### config.mk
export PLATFORM = sky130hd
export DESIGN_NAME = uart_rx_fifo_top
export DESIGN_NICKNAME = d
export VERILOG_FILES = /design/src/rtl/uart_rx_fifo_pkg.sv /design/src/rtl/uart_rx_fifo_sync_fifo.sv /design/src/rtl/uart_rx_fifo_top.sv
export SDC_FILE = /design/constraint.sdc
export NUM_CORES = 1
export LEC_CHECK = 0
export CAP_MARGIN = 20
export CORE_MARGIN = 2
export CORE_UTILIZATION = 35
export DETAILED_ROUTE_END_ITERATION = 8
export HOLD_SLACK_MARGIN = 0.1
export PLACE_DENSITY_LB_ADDON = 0.3
export RECOVER_POWER = 50
export SYNTH_ARGS = -nofsm -noshare
export SYNTH_HDL_FRONTEND = slang
export SYNTH_SLANG_ARGS = --single-unit
### constraint.sdc
create_clock -name clk -period 3.2 [get_ports clk]
set_clock_uncertainty 0.05 [all_clocks]
set_input_delay 0.96 -clock clk [delete_from_list [all_inputs] [get_ports clk]]
set_output_delay 0.96 -clock clk [all_outputs]
set_load 0.01 [all_outputs]
### src/rtl/uart_rx_fifo_pkg.sv
// Shared definitions for the UART receive path: FSM states and small helpers.
package uart_rx_fifo_pkg;

  typedef enum logic [2:0] {
    IDLE  = 3'd0,
    START = 3'd1,
    DATA  = 3'd2,
    STOP  = 3'd3,
    BREAK = 3'd4
  } rx_state_e;

  // Rounded clocks-per-bit so the bit period error stays under half a clock.
  function automatic int clksPerBit(input int clkHz, input int baud);
    return (clkHz + baud / 2) / baud;
  endfunction

  function automatic logic majority3(input logic a, input logic b, input logic c);
    return (a & b) | (a & c) | (b & c);
  endfunction

endpackage

### src/rtl/uart_rx_fifo_sync_fifo.sv
// Small first-word-fall-through FIFO; head word is visible whenever valid is high.
module uart_sync_fifo #(
  parameter int WIDTH = 8,
  parameter int DEPTH = 4
) (
  input  logic             clk,
  input  logic             reset,
  input  logic             push,
  input  logic [WIDTH-1:0] din,
  input  logic             pop,
  output logic [WIDTH-1:0] dout,
  output logic             valid,
  output logic             full
);

  localparam int AW = $clog2(DEPTH);

  logic [AW:0]      wrPtr_q, wrPtr_d;
  logic [AW:0]      rdPtr_q, rdPtr_d;
  logic [WIDTH-1:0] mem_q [DEPTH];
  logic             doPush, doPop;

  // One extra pointer bit tells full from empty when the indices match.
  assign valid   = (wrPtr_q != rdPtr_q);
  assign full    = (wrPtr_q[AW] != rdPtr_q[AW]) && (wrPtr_q[AW-1:0] == rdPtr_q[AW-1:0]);
  assign doPop   = pop && valid;
  assign doPush  = push && (!full || doPop);
  assign wrPtr_d = wrPtr_q + (AW+1)'(1);
  assign rdPtr_d = rdPtr_q + (AW+1)'(1);
  assign dout    = valid ? mem_q[rdPtr_q[AW-1:0]] : '0;

  always_ff @(posedge clk or posedge reset) begin
    if (reset) begin
      wrPtr_q <= '0;
      rdPtr_q <= '0;
      for (int i = 0; i < DEPTH; i++) mem_q[i] <= '0;
    end else begin
      if (doPush) begin
        mem_q[wrPtr_q[AW-1:0]] <= din;
        wrPtr_q                <= wrPtr_d;
      end
      if (doPop) rdPtr_q <= rdPtr_d;
    end
  end

endmodule

### src/rtl/uart_rx_fifo_top.sv
// 8N1 UART receiver with mid-bit majority sampling, false-start rejection,
// framing/overrun pulses and a FWFT byte FIFO towards the consumer.
module uart_rx_fifo_top
  import uart_rx_fifo_pkg::*;
#(
  parameter int CLK_HZ       = 12000000,
  parameter int BAUD         = 115200,
  parameter int CLKS_PER_BIT = clksPerBit(CLK_HZ, BAUD),
  parameter int FIFO_DEPTH   = 4
) (
  input  logic       clk,
  input  logic       reset,
  input  logic       RX,
  output logic [7:0] rx_data,
  output logic       rx_valid,
  input  logic       rx_ready,
  output logic       frame_err,
  output logic       overrun,
  output logic       rx_busy
);

  localparam int            CW     = $clog2(CLKS_PER_BIT);
  localparam logic [CW-1:0] LAST   = CW'(CLKS_PER_BIT - 1);
  localparam logic [CW-1:0] MID_LO = CW'(CLKS_PER_BIT / 2 - 1);
  localparam logic [CW-1:0] MID    = CW'(CLKS_PER_BIT / 2);
  localparam logic [CW-1:0] MID_HI = CW'(CLKS_PER_BIT / 2 + 1);

  rx_state_e     state_q;
  logic [1:0]    sync_q;
  logic [CW-1:0] bitCnt_q, bitCnt_d;
  logic [2:0]    bitIdx_q;
  logic [7:0]    shift_q;
  logic          samp0_q, samp1_q;
  logic          frameErr_q, overrun_q;
  logic          rxs, decide, bitEnd, bitVal, push, popOk, fifoFull;

  assign rxs      = sync_q[1];
  assign decide   = (bitCnt_q == MID_HI);
  assign bitEnd   = (bitCnt_q == LAST);
  assign bitCnt_d = bitEnd ? '0 : bitCnt_q + CW'(1);
  assign bitVal   = majority3(samp0_q, samp1_q, rxs);
  // Push lands on the stop-bit decision edge itself, giving one cycle to rx_valid.
  assign push     = (state_q == STOP) && decide && bitVal;
  assign popOk    = rx_valid && rx_ready;

  always_ff @(posedge clk or posedge reset) begin
    if (reset) sync_q <= 2'b11;
    else       sync_q <= {sync_q[0], RX};
  end

  always_ff @(posedge clk or posedge reset) begin
    if (reset) begin
      state_q    <= IDLE;
      bitCnt_q   <= '0;
      bitIdx_q   <= '0;
      shift_q    <= '0;
      samp0_q    <= 1'b1;
      samp1_q    <= 1'b1;
      frameErr_q <= 1'b0;
      overrun_q  <= 1'b0;
    end else begin
      frameErr_q <= 1'b0;
      overrun_q  <= push && fifoFull && !popOk;
      if (bitCnt_q == MID_LO) samp0_q <= rxs;
      if (bitCnt_q == MID)    samp1_q <= rxs;
      unique case (state_q)
        IDLE: begin
          bitCnt_q <= '0;
          if (!rxs) state_q <= START;
        end
        START: begin
          bitCnt_q <= bitCnt_d;
          if (decide && bitVal) begin
            state_q <= IDLE;
          end else if (bitEnd) begin
            state_q  <= DATA;
            bitIdx_q <= '0;
          end
        end
        DATA: begin
          bitCnt_q <= bitCnt_d;
          if (decide) shift_q <= {bitVal, shift_q[7:1]};
          if (bitEnd) begin
            if (bitIdx_q == 3'd7) state_q <= STOP;
            bitIdx_q <= bitIdx_q + 3'd1;
          end
        end
        STOP: begin
          bitCnt_q <= bitCnt_d;
          if (decide) begin
            if (bitVal) begin
              state_q <= IDLE;
            end else begin
              state_q    <= BREAK;
              frameErr_q <= 1'b1;
            end
          end
        end
        // A held-low line stays here so it reports a single framing error.
        BREAK: begin
          if (rxs) state_q <= IDLE;
        end
        default: state_q <= IDLE;
      endcase
    end
  end

  uart_sync_fifo #(
    .WIDTH(8),
    .DEPTH(FIFO_DEPTH)
  ) u_fifo (
    .clk  (clk),
    .reset(reset),
    .push (push),
    .din  (shift_q),
    .pop  (rx_ready),
    .dout (rx_data),
    .valid(rx_valid),
    .full (fifoFull)
  );

  assign frame_err = frameErr_q;
  assign overrun   = overrun_q;
  assign rx_busy   = (state_q != IDLE);

endmodule

==> results.yml <==
outcome:
  status: "finished with violations"
  violations: "capacitance limit, slew limit"
place:
  placed_cell_area_um2: 3436
  placement.setup.worst_slack_ns: 0.2435
  gp_congestion: 0.7031
  hpwl_mm: 3.858
  portBuffers: 15
global_routing:
  gr-usage-all-layers_pct: 12.72
  overflow: 0
  antenna_found_initial: 0
  grt_max_degree: 66
  grt_pass1_vias: 1984
  grt_pass1_wl_mm: 9.791
power:
  ir_drop_mv: 0.2510
  power.total_uw: 1786
  power_density_nw_per_um2: 489.9
  p_leak_uw: 0.001681
  p_clk_share_pct: 35.0
  power_frac_comb_pct: 15.3
  p_sw_uw: 442.4
  seqPwrFrac_pct: 49.7
  intPower_uw: 1343
  swShare_pct: 24.78
layout:
  diodes: 0
  final_common_cell: "dfrtp_1"
  final_util_pct: 41.59
  synthToLayoutAreaGrowth_pct: 15.05
  finalInstanceArea_um2: 3645
  final_layout_size_suffix_gt1_share_pct: 32.22
  nets: 280
  final_cell_mix: "dfrtp_1, mux2_2, clkdlybuf4s50_1, clkbuf_8"
yosys:
  syn_nets: 253
  synth.avg_cell_area_um2: 13.26
  synth-edff-count: 0
  yosys.area_share.simple_pct: 12.28
  netlist.area_leader.share_pct: 48.18
  yosysTopAreaCell: "dfrtp_1"
  synthCells: 239
  synthTopCellsByArea: "dfrtp_1, mux2_2, mux4_2"
  synth-xor-area-share_pct: 2.765
  syn_area_um2: 3168
  ys_types: 43
  ys_ff_latch: 65
  async_flop_share_pct: 100.0
  synthMuxAreaShare_pct: 21.64
  ys_seq_area_share_pct: 51.50
  synth_compound_area_share_pct: 4.581
  yosys.area_share.adder_pct: 4.265
  synth_top_family_by_area: "multiplexers"
  synth_flop_cell: "dfrtp_1"
  yosysWarnings: 0
routing:
  drt.antenna.violating_nets: 0
  viasPerCell: 5.042
  dr.pass1.iters: 4
  wire_per_inst_um: 15.26
  drcViolationCount: 0
  vias: 1906
  initialDrtViolationCount: 93
  wl_met2_mm: 2.667
  dr_wl_met3_um: 151
  highest_layer: "met4"
  routed_wl_mm: 5.768
  wl_met1_mm: 2.842
cts:
  clk_latency_ns: 0.33
  clk_path_buf_depth: 2
  clock-root-buffer: "clkbuf_8"
  clock-sinks: 65
  cts_hold_buf: 0
  cts_tree: "yes"
  cts_made_buffers: 9
  htreeDepth: 3
  cts.clk_slew.worst_paths_ns: 0.06
critical_path:
  reg2reg_depth: 6
  worstSetupStartpointType: "flop"
  path_cells: "buf_4, mux4_2, and2_1, clkdlybuf4s50_1"
  cpMaxStageDelayCell: "mux4_2"
  slowest_delay_ns: 0.48
  crit_path_end_kind: "output pin"
  startpoint: "u_fifo.rdPtr_q[0]$_DFFE_PP0P_"
  crit_buf_inv: 2
  worstPathRequired_ns: 2.19
  critical_path.max_fanout: 8
  critPathKind: "flop to output pin"
  cp_top_family: "buffers and inverters"
  regToRegSetupSlack_ns: 0.91
  regToRegStartpoint: "bitCnt_q[1]$_DFFE_PP0P_"
  r2r-end: "u_fifo.mem_q[1]$_DFFE_PP0P_"
  cp.arrival_ns: 2.11
run:
  drv_cap: 1
timing:
  worstMarginPinSlew_ns: 1.561
  setup_ws_ns: 0.08397
  slew_violations: 66
  hold_viol_final: 0
  hold_slack_ns: 0.3067
  fmax_mhz: 320.9
  layout_min_cycle_time_ns: 3.116
  fin_crit_sh_pct: 97.38
  finalSetupViolCount: 0
  slew_headroom_pct: -4.073
die:
  dieHeight_um: 99.14
  coreArea_um2: 8763
  die_area_um2: 9829
  pin_count: 16
  start_util_pct: 36.15
  die_x_um: 99.14
  placementRows: 34
hold_path:
  hold_path_end: "sync_q[1]$_DFF_PP1_"
  hold_path_class: "flop to flop"
  hp-start: "sync_q[0]$_DFF_PP1_"
  hold_depth: 0
[how the worst max path moves through the flow]
stage	end	slack [ns]	depth (start not counted)
4_1_cts	rx_data[3]	0.001	4
3_5_place_dp	rx_data[3]	0.24	4
5_1_grt	rx_data[2]	-0.002	4
6_report	rx_data[3]	0.08	4
3_3_place_gp	rx_data[3]	0.24	4
2_1_floorplan	bitCnt_q[0]$_DFFE_PP0P_	0.57	1
[power groups by stage]
stage | clock, µW | sequential, µW | combinational (µW)
2_1_floorplan | 0 | 872 | 189
3_3_place_gp | 0 | 907 | 218
3_5_place_dp | 0 | 907 | 220
4_1_cts | 657 | 894 | 221
5_1_grt | 689 | 890 | 299
6_report | 626 | 887 | 273
[cell families (layout without fill, tap and decap cells)]
| group | Yosys count | count (layout) |
|---|---|---|
| multiplexers | 53 | 53 |
| XOR/XNOR | 10 | 10 |
| flip-flops | 65 | 65 |
| AO/OA/AOI/OAI | 22 | 22 |
| AND/OR/NAND/NOR | 61 | 61 |
| buffers and inverters | 17 | 48 |
| adder cells (fa/ha/maj) | 11 | 11 |
[routing by layer]
layer | up-vias | global-route usage [%]
li1 | 912 | -
met1 | 960 | 17.01
met2 | 25 | 19.59
met3 | 9 | 3.443
met4 | 0 | 5.374
met5 | - | 0
[metrics by stage]
step,cells,setup TNS (ns)
after floorplan,239,0
after global placement,357,0
after detailed placement,357,0
after CTS,372,0
after global routing,378,-0.001506
final,378,0
[state kept, by name, indices dropped and copies added (netlist names)]
signal          count
bitCnt_q            7
u_fifo.mem_q       32
shift_q             8
sync_q              2
samp1_q             1
samp0_q             1
u_fifo.rdPtr_q      3
u_fifo.wrPtr_q      3
frame_err           1
bitIdx_q            3
overrun             1
state_q             3
[layout make-up]
cell class / count / area [µm²]
fill: 828 / 5119
sequential: 65 / 1633
multi-input combinational: 157 / 1439
timing repair buffer: 26 / 230.2
clock buffer: 13 / 168.9
tap: 108 / 135.1
inverter: 7 / 26.28
clock inverter: 2 / 12.51
[cells in the mapped netlist, drive strengths merged, types with 3 or more instances]
cell type and count:
dfrtp 61, mux2 44, nand2 11, ha 10, and2 9, mux4 8
nand3 8, o21ai 8, inv 7, nor2 7, xnor2 6, buf 5
clkbuf 5, nor2b 5, a21oi 4, dfstp 4, xor2 4, a22o 3
and3 3, and3b 3, nand3b 3
[timing repair]
action | CTS | global route
setup endpoints to repair | 8 | 8
cloned | 0 | 0
buffers inserted | 0 | 6
gates resized for setup | 1 | 0
pin swaps | 1 | 0
[worst register-to-register path: cells and delay by family (launching register included)]
| family | cells | cell delay [ns] |
|---|---|---|
| simple gates | 3 | 1.07 |
| mux | 1 | 0.40 |
| fa+ha+maj | 1 | 0.14 |
| buf+inv | 1 | 0.10 |
| flops | 1 | 0.40 |
Power figures use the tool's default switching activity.
